[config.mk]
export PLATFORM = sky130hd
export DESIGN_NAME = uart_fifo_tx
export DESIGN_NICKNAME = d
export VERILOG_FILES = /design/src/rtl/uart_fifo_tx.sv
export SDC_FILE = /design/constraint.sdc
export NUM_CORES = 1
export LEC_CHECK = 0
export ABC_AREA = 1
export CAP_MARGIN = 20
export CORE_MARGIN = 5
export CORE_UTILIZATION = 36
export DETAILED_ROUTE_END_ITERATION = 7
export PLACE_DENSITY = 0.65
export SLEW_MARGIN = 15
export SYNTH_ARGS = -nofsm -noshare
export SYNTH_HDL_FRONTEND = slang
export SYNTH_SLANG_ARGS = --single-unit
[constraint.sdc]
create_clock -name i_clk -period 2 [get_ports i_clk]
set_clock_uncertainty 0.1 [all_clocks]
set_input_delay 0.4 -clock i_clk [delete_from_list [all_inputs] [get_ports i_clk]]
set_output_delay 0.4 -clock i_clk [all_outputs]
set_load 0.01 [all_outputs]
[src/rtl/uart_fifo_tx.sv]
// uart_fifo_tx: UART transmitter that pops words from a show-ahead FIFO and sends 8N1-style frames
// Ports:
//   i_clk      clock
//   i_reset_n  asynchronous active-low reset
//   i_empty    FIFO empty flag
//   i_rdata    FIFO head word, valid while i_empty=0
//   o_rd       FIFO pop strobe, one cycle per consumed word
//   o_tx       serial line, idle high
//   o_busy     high while a frame is in progress
//   o_done     one-cycle pulse on the final cycle of the last stop bit
module uart_fifo_tx #(
    parameter int DATA_BITS    = 8,
    parameter int CLKS_PER_BIT = 868,
    parameter int STOP_BITS    = 1
) (
    input  logic                 i_clk,
    input  logic                 i_reset_n,
    input  logic                 i_empty,
    input  logic [DATA_BITS-1:0] i_rdata,
    output logic                 o_rd,
    output logic                 o_tx,
    output logic                 o_busy,
    output logic                 o_done
);
    localparam int CW = $clog2(CLKS_PER_BIT);
    localparam int SL = STOP_BITS * CLKS_PER_BIT;
    localparam int SW = $clog2(SL);
    localparam int IW = $clog2(DATA_BITS) + 1;

    typedef enum logic [1:0] {IDLE, START, DATA, STOP} state_t;

    state_t                 state_q, state_d;
    logic [CW-1:0]          cnt_q, cnt_d;
    logic [SW-1:0]          stop_q, stop_d;
    logic [IW-1:0]          idx_q, idx_d;
    logic [DATA_BITS-1:0]   shift_q, shift_d;
    logic                   tx_q, tx_d;
    logic                   done_q, done_d;
    logic                   bit_end;

    // Gated by reset so no pop can be seen while the block is held in reset.
    assign o_rd    = (state_q == IDLE) & ~i_empty & i_reset_n;
    assign o_tx    = tx_q;
    assign o_busy  = state_q != IDLE;
    assign o_done  = done_q;
    assign bit_end = cnt_q == CW'(CLKS_PER_BIT - 1);

    always_comb begin
        state_d = state_q;
        cnt_d   = cnt_q;
        stop_d  = stop_q;
        idx_d   = idx_q;
        shift_d = shift_q;
        tx_d    = tx_q;
        done_d  = 1'b0;
        case (state_q)
            IDLE: begin
                if (!i_empty) begin
                    state_d = START;
                    shift_d = i_rdata;
                    cnt_d   = '0;
                    idx_d   = '0;
                    tx_d    = 1'b0;
                end
            end
            START: begin
                cnt_d = cnt_q + 1'b1;
                if (bit_end) begin
                    state_d = DATA;
                    cnt_d   = '0;
                    idx_d   = '0;
                    tx_d    = shift_q[0];
                end
            end
            DATA: begin
                cnt_d = cnt_q + 1'b1;
                if (bit_end) begin
                    cnt_d   = '0;
                    shift_d = shift_q >> 1;
                    idx_d   = idx_q + 1'b1;
                    if (idx_q == IW'(DATA_BITS - 1)) begin
                        state_d = STOP;
                        stop_d  = '0;
                        tx_d    = 1'b1;
                    end else begin
                        tx_d = shift_d[0];
                    end
                end
            end
            default: begin
                stop_d = stop_q + 1'b1;
                // Registered pulse: raise it one cycle early so it lands on the last stop cycle.
                done_d = stop_q == SW'(SL - 2);
                if (stop_q == SW'(SL - 1)) begin
                    state_d = IDLE;
                    stop_d  = '0;
                end
            end
        endcase
    end

    always_ff @(posedge i_clk or negedge i_reset_n) begin
        if (!i_reset_n) begin
            state_q <= IDLE;
            cnt_q   <= '0;
            stop_q  <= '0;
            idx_q   <= '0;
            shift_q <= '0;
            tx_q    <= 1'b1;
            done_q  <= 1'b0;
        end else begin
            state_q <= state_d;
            cnt_q   <= cnt_d;
            stop_q  <= stop_d;
            idx_q   <= idx_d;
            shift_q <= shift_d;
            tx_q    <= tx_d;
            done_q  <= done_d;
        end
    end
endmodule

After elaboration in Yosys (flattened, before gate mapping)
Index checks and enable logic that the tools add are counted.
W data, S select, Z words.
Storage, ports and cells
  bits of input ports: 11
  RAM bits: 0
  output and inout port bits: 4
  bits in latches: 0
  flip-flop bits (word level): 36
  bits in read-only memories: 0
  memories: 0
Cells by class
  shift-type cells: 0
  divide/modulo/power cells: 0
  multiplexer cells: 26
  $mul: 0
  equality and inequality tests: 10
  magnitude comparators: 0
  add/subtract/negate cells: 3
  reductions and logical operators: 14
  bitwise logic cells: 4
Operators with widths (number)
  $mux W10: 5
  $pmux W10 S2: 2
  $eq A10 B10 Y1 const B: 3
  $add A10 B1 Y10 const B: 2
  $mux W8: 2
  $pmux W8 S2: 1
  $mux W4: 3
  $pmux W4 S3: 1
  $mux W2: 5
  $ne A2 B2 Y1 const B: 4
  $pmux W2 S3: 1
  $reduce_and A3 Y1: 2
  $reduce_bool A2 Y1: 3
  $mux W1: 5
  $reduce_and A5 Y1: 1
  $add A4 B1 Y4 const B: 1
  $eq A4 B3 Y1 const B: 1
  $reduce_and A4 Y1: 1
  $reduce_bool A4 Y1: 1
  $reduce_or A2 Y1: 2
  $pmux W1 S3: 1
  $reduce_bool A3 Y1: 1
  $reduce_or A3 Y1: 1
  $and A1 B1 Y1: 2
  other kinds (5): 6

Depth between registers and ports, before layout
Gate-level depths: netlist of the first run.
  depth after elaboration: 4
  gate-level depth with buffers: 10
  depth with buffers taken out: 10

Least setup slack after synthesis of the first run
OpenSTA, ideal clock, no wires.
  path type: register to output
  start point: register state_q[0]
  end point: output port o_rd
  data arrival time: 1154 ps
  path slack: 346 ps
  stages on the path, launching flop included: 5
  buffers on the path: 0
  cell sequence: dfrtp_1 inv_1 ha_1 inv_1 nor3b_1
On the way
  longest elaborated chain between the ends: 3
RTL lines
  from (decl): RTL line 32  | state_t state_q, state_d;
  from (signal assigned): RTL line 112  | state_q <= state_d;
  $logic_not A2 Y1: RTL line 42  | assign o_rd = (state_q == IDLE) & ~i_empty & i_reset_n;
  $and A1 B1 Y1 (2 in a row): RTL line 42
  to (decl): RTL line 20  | output logic o_rd,
No other way between the ends.

Final worst setup path of the first run
  start point: register state_q[0]
  end point: output port o_busy
On the way
  longest elaborated chain between the ends: 1
RTL lines
  $reduce_bool A2 Y1: RTL line 44  | assign o_busy = state_q != IDLE;
  to (decl): RTL line 22  | output logic o_busy,
No other way between the ends.

==> results of run 1 <==
## area by class of cell
cell class	instances	area [um^2]	area share (%)
clock buffer	6	82.58	3.275
clock inverter	2	10.01	0.3970
inverter	37	138.9	5.509
multi-input combinational	196	1090	43.23
sequential	36	902.1	35.78
tap	75	93.84	3.722
timing repair buffer	24	203.9	8.089
## where the power goes
part           internal [W]  switching, W
registers          0.000933      0.000151
logic              0.000639       0.00109
clock network      0.000275      0.000279
## per-stage QoR
| stage | setup TNS (ns) | power, W | worst slack [ns] | instances | area [um^2] |
|---|---|---|---|---|---|
| 6_report | 0 | 0.003370 | 0.1268 | 376 | 2521 |
| 5_1_grt | 0 | 0.003699 | 0.03733 | 376 | 2521 |
| 3_3_place_gp | -0.08044 | 0.002811 | -0.08044 | 368 | 2435 |
| 4_1_cts | 0 | 0.003412 | 0.06760 | 376 | 2525 |
| 3_5_place_dp | -0.08281 | 0.002852 | -0.08281 | 368 | 2435 |
| 2_1_floorplan | 0 | 0.002424 | 0.3460 | 274 | 2168 |
## layout by cell type, fill, tap and decap left out, types with 2 or more instances in the layout
cell type	n
nand3_1	23
buf_4	10
clkbuf_8	6
inv_1	35
xor2_1	3
ha_1	8
clkinv_2	2
nand4_1	7
nor3_1	2
inv_2	2
or2_2	3
o21ai_2	13
o21ai_0	17
nand3_2	2
dfrtp_1	35
nor2_1	21
clkdlybuf4s50_1	11
nand2_1	66
a21oi_1	7
o21ai_1	2
mux2i_1	6
nand2_2	8
## worst max-delay path by stage
stage,start,to,cells past startpoint
after floorplan,state_q[0],o_rd,4
after global placement,i_empty,o_rd,3
after detailed placement,i_empty,o_rd,3
after CTS,state_q[0],o_rd,5
after global routing,state_q[1],o_busy,5
final,state_q[0],o_busy,5
## sequential cells by signal, summed over array words and instances, names as in the netlist
name and cells:
cnt_q 10, state_q 2, o_done 1, idx_q 4, shift_q 8, stop_q 10, o_tx 1
## logic make-up after synthesis
family,count (synthesis),share of synthesized area [%]
simple gates,137,29.31
buf+inv,42,8.136
compound gates,41,11.94
flops,36,41.60
fa+ha+maj,8,4.616
mux,6,2.770
xor+xnor,4,1.616
## per-layer routing
layer | GRT usage, % | wire [um] | vias to the layer above
met2 | 21.78 | 2061 | 23
met1 | 15.48 | 2045 | 813
met5 | 0 | 0 | -
met4 | 4.184 | 65 | 0
li1 | - | - | 932
met3 | 3.198 | 150 | 6
## cells in the mapped netlist, drive strengths merged
cell type,n
dfrtp,35
nand2,74
o21ai,32
xor2,3
ha,8
a21oi,7
nand4,7
xnor2,1
mux2i,6
nor2,22
nand3,26
a21o,1
dfstp,1
and3b,1
buf,5
nor3b,1
inv,37
a21boi,1
nor3,2
or2,3
and3,1
## repair_timing
item                                    4_1_cts  5_1_grt
gates cloned                                  0        0
resized for setup                             2        2
endpoints found under the setup margin        2        1
==> impl_metrics.ini, run 1 <==
[timing]
slew_viol_final = 0
fin_crit_sh_pct = 93.66
hold_ws_ns = 0.06919
rsz0062_at_grt = no
worst_pin_slew_ns = 0.4638
final_hold_viol_count = 0
relSlewSlack_pct = 69.08
min_period_ns = 1.873
setup_viol_count_final = 0
fmax_ghz = 0.5338

[synth]
yosysWarnings = 0
synth_area_leader_cell = dfrtp_1
yosysSeqAreaShare_pct = 41.60
synth-seq-cells = 36
synth.cell_area_mm2 = 0.002168
synth_top_area_share_pct = 40.39
syn-num-nets = 293
synth_cells = 274
yosysUniqueCellTypes = 29
syn_area_per_cell_um2 = 7.914
synth_area_leaders = dfrtp_1 40%, nand2_1 11%, inv_1 6.1%

[worst_setup_path]
cp.arrival_ns = 1.37
r2r_cells = 7
path_buf_inv = 4
critPathKind = reg -> out
path_cells = inv_1 -> ha_1 -> inv_1 -> buf_4 -> dlygate4sd2_1
rr_startpoint = state_q[0]
rrSetupSlack_ns = 0.23
crit_required_ns = 1.50
rr_endpoint = cnt_q[6]
slowest_delay_ns = 0.38
cp_max_fo = 2
crit_slowest_cell = dfrtp_1
worst_setup_path_end_kind = output port
path_common_cell = inv_1
start_kind = flop
cp_top_family = buffers and inverters

[status]
status = complete, no violations

[clocking]
clk_pin_slew_ns = 0.07
cts_root_buffer = clkbuf_8
cts_hold_buf = 0
htreeDepth = 2
clock-sinks = 36
clk_path_buf_depth = 2
cts_setup_buffers = 0
cts_buffers = 5
clock_latency_ns = 0.29
cts_tree = built

[routing]
drtPass1Iterations = 5
num_vias = 1774
ant_nets = 0
drt_iter0_markers = 82
avgViaCountPerCell = 4.718
drc = 0
wire_per_inst_um = 11.50
routed_wl_um = 4323

[global_route]
grt_pass1_wl_um = 7797
grt_max_degree = 37
antenna_found_initial = 0
track_usage_pct = 12.67
grt_overflow_total = 0
grt_pass1_vias = 1779

[worst_hold_path]
hp-class = in -> async

[place]
portBuffers = 14
dpl.hpwl_um = 3117
gp_congestion = 0.8485

[layout]
fill_cells = 619
drive_gt1_share_pct = 16.94
fin_util_pct = 42.84
diodes = 0
area_delta_synth_final_pct = 16.27
nNetsFinal = 319

[floorplan]
start_util_pct = 36.84
coreArea_mm2 = 0.005886
pin_count = 15
fp-row-count = 28
die_w_um = 87.61
dieArea_mm2 = 0.007676
die_h_um = 87.61

[job]
maxCapViolCount = 0

[power_and_ir_drop]
peakVddDrop_mv = 0.6123
power.leakage_nw = 1.225
powerDensity_mw_per_mm2 = 1336
Power figures use the tool's default switching activity.
==> run 2: changes to the inputs <==
- CORE_UTILIZATION: 36 -> 58
- PLACE_DENSITY: 0.65 -> 0.91
==> run 2 against run 1 <==
  * Register-to-register slack worse by 0.02 ns
  * Count of clock-buffer cells in the layout up 2
  * Global-route usage up 5.8 points
  * Combinational power about the same
  * Die area down 34%
  * Design area down 1.5%
  * Sequential power about the same
  * First-iteration DRC count up 57%
  * Sequential share of layout area up 0.56 points
  * Highest routed layer unchanged
==> impl_metrics.ini, run 2 (synthesized netlist as in run 1, its figures left out) <==
[routing]
num_vias = 1854
drtPass1Iterations = 5
drt_iter0_markers = 129
ant_nets = 0
drc = 0
routed_wl_um = 4213
wire_per_inst_um = 12.11
avgViaCountPerCell = 5.328

[layout]
drive_gt1_share_pct = 15.67
fin_cells = 348
area_delta_synth_final_pct = 14.48
nNetsFinal = 318
reg_top3 = cnt_q (10), stop_q (10), shift_q (8)
diodes = 0
layout_common_cells = 66 x nand2_1, 35 x inv_1, 35 x dfrtp_1, 23 x nand3_1, 21 x nor2_1
fin_util_pct = 68.32
fill_cells = 296
final_common_cell = nand2_1

[global_route]
grt_overflow_total = 0
grt_pass1_wl_um = 7638
use_met1_pct = 22.52
antenna_found_initial = 0
busiest_layer = met2
gr-usage-met3_pct = 4.830
met2_usage_pct = 30.92
grt_pass1_vias = 1852
grt_max_degree = 37
track_usage_pct = 18.45

[timing]
setup_ws_ns = 0.1253
slew_viol_final = 0
final_hold_viol_count = 0
rsz0062_at_grt = no
hold_ws_ns = 0.3854
fin_crit_sh_pct = 93.73
min_period_ns = 1.875
setup_viol_count_final = 0
relSlewSlack_pct = 69.53
worst_pin_slew_ns = 0.4571
fmax_ghz = 0.5334

[worst_setup_path]
crit_required_ns = 1.50
start_kind = flop
rr_endpoint = cnt_q[6]
rr_startpoint = state_q[0]
slowest_delay_ns = 0.39
r2r_cells = 7
crit_slowest_cell = dfrtp_1
path_common_cell = inv_1
rrSetupSlack_ns = 0.21
cp.arrival_ns = 1.37
path_cells = inv_1 -> ha_1 -> inv_1 -> buf_4 -> dlygate4sd2_1
worst_setup_path_end_kind = output port
critPathKind = reg -> out
cp_max_fo = 2

[clocking]
clk_path_buf_depth = 2
cts_root_buffer = clkbuf_8
cts_buffers = 5
cts_resized = 2
clock_latency_ns = 0.29
cts_hold_buf = 0
cts_tree = built
clock-sinks = 36
clk_pin_slew_ns = 0.07
htreeDepth = 2
cts_setup_buffers = 0

[place]
gp_congestion = 0.8247
dpl.hpwl_um = 3128
portBuffers = 14
pre_cts_ws_ns = -0.1021
dp.cells = 340

[floorplan]
coreArea_mm2 = 0.003633
start_util_pct = 59.68
dieArea_mm2 = 0.005062
pin_count = 15
die_h_um = 71.15
die_w_um = 71.15
fp-row-count = 22

[job]
maxCapViolCount = 0

[power_and_ir_drop]
peakVddDrop_mv = 1.036
power.leakage_nw = 1.216
powerDensity_mw_per_mm2 = 1350

[status]
status = complete, no violations

[worst_hold_path]
hold_start = shift_q[0]
whs_path_depth = 2
hp-class = reg -> reg
hold_end = shift_q[0]
[run 2: where the power goes]
| group | leakage, nW | internal, W | switching, W |
|---|---|---|---|
| Sequential | 0.474 | 0.000934 | 0.000154 |
| Clock | 0.0455 | 0.000281 | 0.000250 |
| Combinational | 0.696 | 0.000630 | 0.00110 |
| Total | 1.22 | 0.00184 | 0.00151 |
[run 2: worst max-delay path: cells and delay by family (launching register included)]
kind,cells,cell delay (ns)
flip-flops,1,0.39
buffers and inverters,4,0.53
adder cells (fa/ha/maj),1,0.16
[run 2: through the flow]
stage / setup TNS [ns] / total power (W) / area, um^2
CTS: 0 / 0.003371 / 2486
finish: 0 / 0.003352 / 2482
detailed placement: -0.1021 / 0.002837 / 2399
floorplan: 0 / 0.002424 / 2168
global placement: -0.1101 / 0.002752 / 2399
global route: 0 / 0.003657 / 2482
[run 2: worst max-delay path by stage]
stage	from	endpoint	slack [ns]	cells past startpoint
after floorplan	state_q[0]	o_rd	0.35	4
after global placement	i_reset_n	o_rd	-0.11	3
after detailed placement	i_reset_n	o_rd	-0.10	3
after CTS	state_q[0]	o_rd	0.07	5
after global routing	stop_q[0]	stop_q[6]	0.005	7
final	state_q[0]	o_busy	0.13	5
[run 2: layout make-up]
| cell class | count | area [um^2] | share of cell area (%) |
|---|---|---|---|
| well taps | 48 | 60.06 | 2.419 |
| flip-flops and latches | 36 | 902.1 | 36.34 |
| repair buffers | 23 | 201.4 | 8.115 |
| inverters | 37 | 138.9 | 5.595 |
| clock buffers | 8 | 90.09 | 3.629 |
| multi-input cells | 196 | 1090 | 43.90 |
[run 2: metal layers]
layer | vias up | wire, um | share of wire [%]
li1 | 937 | - | -
met1 | 866 | 1900 | 45
met2 | 44 | 2079 | 49
met3 | 7 | 181 | 4.3
met4 | 0 | 51 | 1.2
met5 | - | 0 | 0
